**config.mk**
```make
export PLATFORM = sky130hd
export DESIGN_NAME = rsenc_gf_kit
export DESIGN_NICKNAME = d
export VERILOG_FILES = /design/src/rtl/rsenc_pkg.sv /design/src/rtl/rsenc_gf_mul.sv /design/src/rtl/rsenc_gf_kit.sv
export SDC_FILE = /design/constraint.sdc
export NUM_CORES = 1
export LEC_CHECK = 0
export ABC_AREA = 1
export BUFFER_PORTS_ARGS = -buffer_cell sky130_fd_sc_hd__buf_4
export CORE_ASPECT_RATIO = 1.1
export CORE_UTILIZATION = 28
export CTS_CLUSTER_DIAMETER = 80
export CTS_CLUSTER_SIZE = 10
export DETAILED_ROUTE_END_ITERATION = 10
export HOLD_SLACK_MARGIN = 0.02
export SYNTH_ARGS = -nofsm -noshare
export SYNTH_HDL_FRONTEND = slang
export SYNTH_SLANG_ARGS = --single-unit
```
**constraint.sdc**
```tcl
create_clock -name clk -period 1.4 [get_ports clk]
set_input_delay 0.14 -clock clk [delete_from_list [all_inputs] [get_ports clk]]
set_output_delay 0.14 -clock clk [all_outputs]
set_load 0.02 [all_outputs]
```
**src/rtl/rsenc_pkg.sv**
```systemverilog
// Shared constants and the GF(2^m) shift-and-add multiply used by the
// Reed-Solomon encoder primitives.
package rsenc_pkg;

   localparam int RSENC_MM_MAX = 8;

   localparam logic [8:0] RSENC_POLY_CCSDS = 9'h187;
   localparam logic [4:0] RSENC_POLY_MM4   = 5'h13;

   // Walks b MSB-first; each step doubles the accumulator, folds bit mm back
   // through the generator, then adds a when the current b bit is set.
   function automatic logic [RSENC_MM_MAX-1:0] gf_mul(
      input logic [RSENC_MM_MAX-1:0] a,
      input logic [RSENC_MM_MAX-1:0] b,
      input logic [RSENC_MM_MAX:0]   poly,
      input int                      mm
   );
      logic [RSENC_MM_MAX:0]   acc;
      logic [RSENC_MM_MAX:0]   top;
      logic [RSENC_MM_MAX-1:0] bits;
      acc  = {(RSENC_MM_MAX+1){1'b0}};
      top  = {{RSENC_MM_MAX{1'b0}}, 1'b1} << mm;
      bits = b << (RSENC_MM_MAX - mm);
      for (int i = 0; i < RSENC_MM_MAX; i++) begin
         if (i < mm) begin
            acc = acc << 1;
            if ((acc & top) != {(RSENC_MM_MAX+1){1'b0}}) begin
               acc = acc ^ poly;
            end
            if (bits[RSENC_MM_MAX-1]) begin
               acc = acc ^ {1'b0, a};
            end
            bits = bits << 1;
         end
      end
      return acc[RSENC_MM_MAX-1:0];
   endfunction

endpackage

```
**src/rtl/rsenc_gf_mul.sv**
```systemverilog
// Combinational GF(2^MM) multiplier, one instance per encoder tap.
module rsenc_gf_mul
   import rsenc_pkg::*;
#(
   parameter int          MM        = 8,
   parameter logic [MM:0] PRIM_POLY = RSENC_POLY_CCSDS
) (
   input  logic [MM-1:0] a,
   input  logic [MM-1:0] b,
   output logic [MM-1:0] prod
);

   logic [RSENC_MM_MAX-1:0] a_ext;
   logic [RSENC_MM_MAX-1:0] b_ext;
   logic [RSENC_MM_MAX:0]   poly_ext;

   // Operands are widened to the package maximum; the product always fits in MM bits.
   always_comb begin
      a_ext    = RSENC_MM_MAX'(a);
      b_ext    = RSENC_MM_MAX'(b);
      poly_ext = (RSENC_MM_MAX+1)'(PRIM_POLY);
      prod     = MM'(gf_mul(a_ext, b_ext, poly_ext, MM));
   end

endmodule

```
**src/rtl/rsenc_gf_kit.sv**
```systemverilog
// Reed-Solomon encoder primitive kit: GF multiplier, symbol timer, bit delay line.
// Define RSENC_GF_PIPE_EN to register the multiplier output.
module rsenc_gf_kit
   import rsenc_pkg::*;
#(
   parameter int          MM        = 8,
   parameter logic [MM:0] PRIM_POLY = RSENC_POLY_CCSDS,
   parameter int          WIDTH     = 8,
   parameter int          DCVALUE   = 253,
   parameter int          BUILD_DC  = 1,
   parameter int          DELAY     = 2
) (
   input  logic             clk,
   input  logic             grst,
   input  logic             rst,
   input  logic             clkEn,
   input  logic [MM-1:0]    a,
   input  logic [MM-1:0]    b,
   output logic [MM-1:0]    prod,
   input  logic             cntEn,
   output logic [WIDTH-1:0] Q,
   output logic             dc,
   input  logic             inp,
   output logic             outp
);

   logic [MM-1:0] prod_comb;

   rsenc_gf_mul #(
      .MM        (MM),
      .PRIM_POLY (PRIM_POLY)
   ) u_gf_mul (
      .a    (a),
      .b    (b),
      .prod (prod_comb)
   );

`ifdef RSENC_GF_PIPE_EN
   // Product register: cleared by either reset, holds while the clock enable is low.
   always_ff @(posedge clk or posedge grst) begin
      if (grst) begin
         prod <= {MM{1'b0}};
      end else if (clkEn) begin
         if (rst) begin
            prod <= {MM{1'b0}};
         end else begin
            prod <= prod_comb;
         end
      end
   end
`else
   assign prod = prod_comb;
`endif

   // Symbol timer: clear beats count, free-running wrap at all-ones.
   always_ff @(posedge clk or posedge grst) begin
      if (grst) begin
         Q <= {WIDTH{1'b0}};
      end else if (clkEn) begin
         if (rst) begin
            Q <= {WIDTH{1'b0}};
         end else if (cntEn) begin
            Q <= Q + WIDTH'(1'b1);
         end
      end
   end

   generate
      if (BUILD_DC == 1) begin : g_dc
         assign dc = (Q == WIDTH'(DCVALUE));
      end else begin : g_no_dc
         assign dc = 1'b0;
      end
   endgenerate

   generate
      if (DELAY == 0) begin : g_dly_none
         assign outp = inp;
      end else begin : g_dly
         logic [DELAY-1:0] stages;
         logic [DELAY-1:0] shifted;

         // Next chain contents: inp enters stage 0, everything moves one toward outp.
         always_comb begin
            shifted    = {DELAY{1'b0}};
            shifted[0] = inp;
            for (int i = 1; i < DELAY; i++) begin
               shifted[i] = stages[i-1];
            end
         end

         // Delay chain register; only enabled edges advance it.
         always_ff @(posedge clk or posedge grst) begin
            if (grst) begin
               stages <= {DELAY{1'b0}};
            end else if (clkEn) begin
               if (rst) begin
                  stages <= {DELAY{1'b0}};
               end else begin
                  stages <= shifted;
               end
            end
         end

         assign outp = stages[DELAY-1];
      end
   endgenerate

endmodule

```
# Word-level counts from Yosys, hierarchy flattened

Index checks and enable logic that the tools add are counted.

Output and inout bits: 18
Input port bits: 22
Register bits: 10
Logic and storage cells: 38

Equality and inequality tests: 1
Add/sub/neg operators: 1
Bitwise logic cells: 14
Reduce and logical (&&, ||, !) cells: 2
Multiplexer cells: 18

Operators by type and width:

| operator                                                       | number |
|---|---|
| 8-bit 2-to-1 mux                                               | 17 |
| 8-bit bitwise XOR                                              | 7 |
| 4-bit NOT                                                      | 7 |
| 8-bit by 1-bit adder with 8-bit output (second input constant) | 1 |
| 8-bit == test (second input constant)                          | 1 |
| 2-bit 2-to-1 mux                                               | 1 |
| 2-bit AND reduction                                            | 1 |
| 2-bit nonzero test                                             | 1 |

# Longest topological paths before layout

Word-level depth: 29
Mapped depth: 18
Mapped depth without buffers: 17

# By module

Synthesis repeated with hierarchy kept, for this count alone.

Cells, all modules: 371
Area, all modules: 2193.4 µm²

Modules (own cells, without submodules):

| module       | cells an instance | seq. area each (µm²) | times used | area each (µm²) |
|---|---|---|---|---|
| rsenc_gf_mul | 294               | 0.0                  | 1          | 1619.1 |
| rsenc_gf_kit | 77                | 250.2                | 1          | 574.3 |

# Least setup slack after synthesis

OpenSTA, ideal clock, no wires.

Kind: input port to output port
Start point: input a[5]
End point: output prod[5]
Arrival time: 1.403 ns
Path buffers: 1
Data required time: 1.260 ns
Stages on the path: 11
Path slack: -0.143 ns
Path through: buf_6 -> nand2_1 -> inv_1 -> nand2_2 -> nand2_1 -> nand2_1 -> nand2_1 -> xor2_1 -> nand3b_1 -> nand2_1 -> xor2_1

Longest elaborated chain between the ends: 24
Elaborated cells on any way between the ends: 25
Those cells by class: 15 x mux; 10 x bitwise

Ends and longest elaborated chain:

| what                 | line               | source |
|---|---|---|
| start, declared      | rsenc_gf_kit.sv:17 | `input logic [MM-1:0] a,` |
| 8-bit 2-to-1 mux     | rsenc_pkg.sv:30    | `if (bits[RSENC_MM_MAX-1]) begin` |
| 8-bit 2-to-1 mux     | rsenc_pkg.sv:27    | `if ((acc & top) != {(RSENC_MM_MAX+1){1'b0}}) begin` |
| 8-bit bitwise XOR    | rsenc_pkg.sv:31    | `acc = acc ^ {1'b0, a};` |
| 8-bit 2-to-1 mux     | rsenc_pkg.sv:30    |  |
| 4-bit NOT (no line)  | -                  |  |
| 8-bit 2-to-1 mux     | rsenc_pkg.sv:27    |  |
| 8-bit bitwise XOR    | rsenc_pkg.sv:31    |  |
| 8-bit 2-to-1 mux     | rsenc_pkg.sv:30    |  |
| [... 8 more ...]     | -                  |  |
| 8-bit bitwise XOR    | rsenc_pkg.sv:31    |  |
| 8-bit 2-to-1 mux     | rsenc_pkg.sv:30    |  |
| 8-bit 2-to-1 mux     | rsenc_pkg.sv:27    |  |
| 8-bit bitwise XOR    | rsenc_pkg.sv:31    |  |
| 8-bit 2-to-1 mux     | rsenc_pkg.sv:30    |  |
| 8-bit 2-to-1 mux     | rsenc_pkg.sv:27    |  |
| 8-bit bitwise XOR    | rsenc_pkg.sv:31    |  |
| 8-bit 2-to-1 mux (*) | rsenc_pkg.sv:30    |  |
| end, declared        | rsenc_gf_kit.sv:19 | `output logic [MM-1:0] prod,` |

Mark *: on every way between the ends. The rest lies on a longest branch, timed or not.

# Worst setup path after layout

Start point: input a[5]
End point: output prod[7]

Longest elaborated chain between the ends: 23
Elaborated cells on any way between the ends: 28
Those cells by class: 15 x mux; 13 x bitwise

Ends and longest elaborated chain:

| what                 | line |
|---|---|
| 8-bit 2-to-1 mux     | rsenc_pkg.sv:30 |
| 8-bit 2-to-1 mux     | rsenc_pkg.sv:27 |
| 8-bit bitwise XOR    | rsenc_pkg.sv:31 |
| 8-bit 2-to-1 mux     | rsenc_pkg.sv:30 |
| 4-bit NOT (no line)  | - |
| 8-bit 2-to-1 mux     | rsenc_pkg.sv:27 |
| 8-bit bitwise XOR    | rsenc_pkg.sv:31 |
| 8-bit 2-to-1 mux     | rsenc_pkg.sv:30 |
| [... 7 more ...]     | - |
| 8-bit bitwise XOR    | rsenc_pkg.sv:31 |
| 8-bit 2-to-1 mux (*) | rsenc_pkg.sv:30 |
| 8-bit 2-to-1 mux (*) | rsenc_pkg.sv:27 |
| 8-bit bitwise XOR    | rsenc_pkg.sv:31 |
| 8-bit 2-to-1 mux (*) | rsenc_pkg.sv:30 |
| 8-bit 2-to-1 mux (*) | rsenc_pkg.sv:27 |
| 8-bit bitwise XOR    | rsenc_pkg.sv:31 |
| 8-bit 2-to-1 mux (*) | rsenc_pkg.sv:30 |

Marked as above.

==> results.md <==
* Gr usage total at 14.9%
* Worst hold stages at 2
* Status: finished with violations
* WL/cell at ~11 microns
* Slowest cell on the critical path: buf_12
* Die Wd at 82.1 microns
* Syn-to-layout area delta at 57.2%
* Reg2reg path depth at 6
* Vias post-DR at 2245
* Unrepaired setup endpoints after global routing: yes
* 1st-pass router iterations at 4
* Arr. time, crit path at 1480 ps
* GP Congestion at 0.779
* WP data required at 1260 ps
* Core ar. at 6710 sq um
* DRC Markers at 0
* Starting Density at 29.4%
* Post-synth ARST share at 100%
* Yosys top cell by area: nand2_1
* Die area at 7400 sq um
* FF-to-FF setup slack at approximately 180 ps
* Fmax at 0.618 GHz
* Final period util at 116%
* Worst skew pair latency at 240 ps
* Main synth FF type: dfrtp_1
* Placement Cell Area at 2480 sq um
* Nets at 437
* ANT nets after route at 0
* Synthesized area per cell at roughly 5.6 sq um
* Post-synth top cells: nand2_1 (151), inv_1 (45), nand3_1 (35)
* Clock skew at between 0.4 and 0.5 ps
* # diodes at 0
* Slowest stage delay, CP at 120 ps
* Power density cells at 717 nW/um^2
* Cells after Synth at 353
* Final wirelength at 5350 microns
* Failing checks: setup timing
* Iteration-0 DRC Markers at around 90
* Post-synthesis sequential area ratio at 12.7%
* Slew Limit Fails at 0
* Post-synth EDFFs at 0
* Cells after DPL at 480
* CTS tree: built
* Clock root buffer: clkbuf_8
* Filler cells at 690
* Reg2reg start: Q[0]
* HP Class: primary input to flip-flop
* Min-delay src: clkEn
* Synth top area cells: nand2_1 (29%), dfrtp_1 (13%), nand3_1 (8.9%)
* Most frequent cell after synthesis: nand2_1
* Number of library cell types mapped by synthesis at 25
* Ys Warns at 0
* GR Overflow Total at 0
* Total CTS buffers at 3
* Synth Cell Area at 1980 sq um
* Clock transition at path regs at 50 ps
* Most common cell on crit path: nand2_4
* Largest net degree at the start of global routing at 13
* CTS sink cnt at 10
* CP Launch Type: primary input
* Min cycle time layout at 1620 ps
* Sequential cell area at 251 sq um
* Post-detail-place hpwl at 4180 microns
* Final setup fails at 8
* Via density at 4.55
* Port bufs at 39
* Lkg Pwr at around 1.7 nW
* Critical-path maximum fanout at 7
* Max VDD drop at 0.633 mV
* Share of cells above drive strength 1 at 42.6%
* Design Area, Final at 3110 sq um
* Global-route wire length before repair at 8940 microns
* # IOs at 40
* Crit. End Element: output pin
* Final hold vios at 0
* Relative slew slack at 72.8%
* Yosys reg bits at 10
* Rows at 31
* Non-filler cells, final at 493
* Multi-input logic area at 1820 sq um
* H-tree levels at 1
* Critical Path Start: a[5]
* Worst-Margin Slew at 407 ps
* Syn nets at about 380
* Top-area cell type share of the netlist area at 28.7%
* Final Util at roughly 46%
* Clk buf depth at 2
* Final worst slack at -219 ps
* Crit Path Class: primary input to output pin
* Initial antenna violation count at 0
* Die Height at 90.1 microns
* Max-cap violations at 0
* Vias in the first global route at 2135
* Critical path, cell by cell: buf_12 > nand2_8 > inv_4 > nand2_4 > nand2_4 > nand2_4 > nand3_4 > nand2_4 > nand2_4 > nand2_4 > nand2_4 > nand2_4 > nand2_4 > nand2_2 > nand2_1 > nand2_1 > inv_2 > buf_6
## cell families after synthesis
family / count (synthesis) / share of synthesized area [%]
AND/OR/NAND/NOR: 231 / 51.7
buffers and inverters: 63 / 15.3
XOR/XNOR: 36 / 16.0
AO/OA/AOI/OAI: 11 / 3.10
flip-flops: 10 / 12.7
adder cells (fa/ha/maj): 2 / 1.27
## sequential cells by signal, summed over array words and instances, names as in the netlist
register	cells
g_dly.stages	2
Q	8
## metal layers
metal,up-vias,track usage [%],share of wire [%]
met4,0,4.68,3.1
met3,14,1.12,2.5
met2,42,28.4,54
met1,1007,16.8,41
li1,1182,-,-
met5,-,0,0
## path summary, 6_finish.rpt
check                                  endpoint
worst max-delay path                    prod[7]
worst min-delay path            g_dly.stages[0]
worst max register to register             Q[7]
worst min register to register             Q[7]
max in group asynchronous                  Q[0]
min in group asynchronous       g_dly.stages[0]
## cells in the final DEF, fill, tap and decap left out, types with 3 or more instances in the layout
cell type  Yosys  final
dfrtp_1       10      9
buf_6          5     14
buf_4          3     47
inv_2          2     12
nand3_4        0      6
xor2_2         0      6
nand3_2        4      9
inv_1         45     31
nand2_4        0     17
xnor2_2        0      5
buf_12         0      5
nor2_1         8      8
nand2_2       22     38
xor2_1        19     12
clkbuf_8       1      3
nand3b_1       5      5
nand3_1       35     24
xnor2_1       17     12
nand2_1      151    117
o21ai_0        7      6
## layout make-up
type	instances	area share, %
multi-input cells	280	58.5
flip-flops and latches	10	8.10
clock buffers	3	1.33
repair buffers	71	22.6
inverters	47	6.16
well taps	82	3.30
## per-stage QoR
| stage | TNS, ps | hold slack (ps) | power (W) | setup WS [ps] |
|---|---|---|---|---|
| 6_report | -1340 | 140 | 0.00223 | -219 |
| 4_1_cts | -1200 | 134 | 0.00210 | -214 |
| 5_1_grt | -2190 | 153 | 0.00240 | -344 |
| 2_1_floorplan | -192 | -19.8 | 0.00122 | -56.7 |
| 3_5_place_dp | -2070 | 160 | 0.00160 | -366 |
| 3_3_place_gp | -1860 | 157 | 0.00158 | -329 |
## power by group
part	internal [W]	leakage, nW	switching (W)	total, W
clock	0.000188	0.0216	0.000114	0.000303
sequential	0.000303	0.135	0.0000135	0.000317
combinational	0.000736	1.51	0.000872	0.00161
total	0.00123	1.67	0.00100	0.00223
## timing repair
action / in CTS / in global routing
gates cloned: 0 / 2
hold endpoints to repair: 10 / 0
buffers inserted: 3 / 4
hold buffers: 1 / 0
pin swaps: 24 / 30
setup endpoints to repair: 9 / 11
gates resized for setup: 65 / 55
## critical path, delay by kind of cell
family	cells	cell delay (ps)
buffers and inverters	4	300
AND/OR/NAND/NOR	14	1010
(Power assumes the default switching activity.)
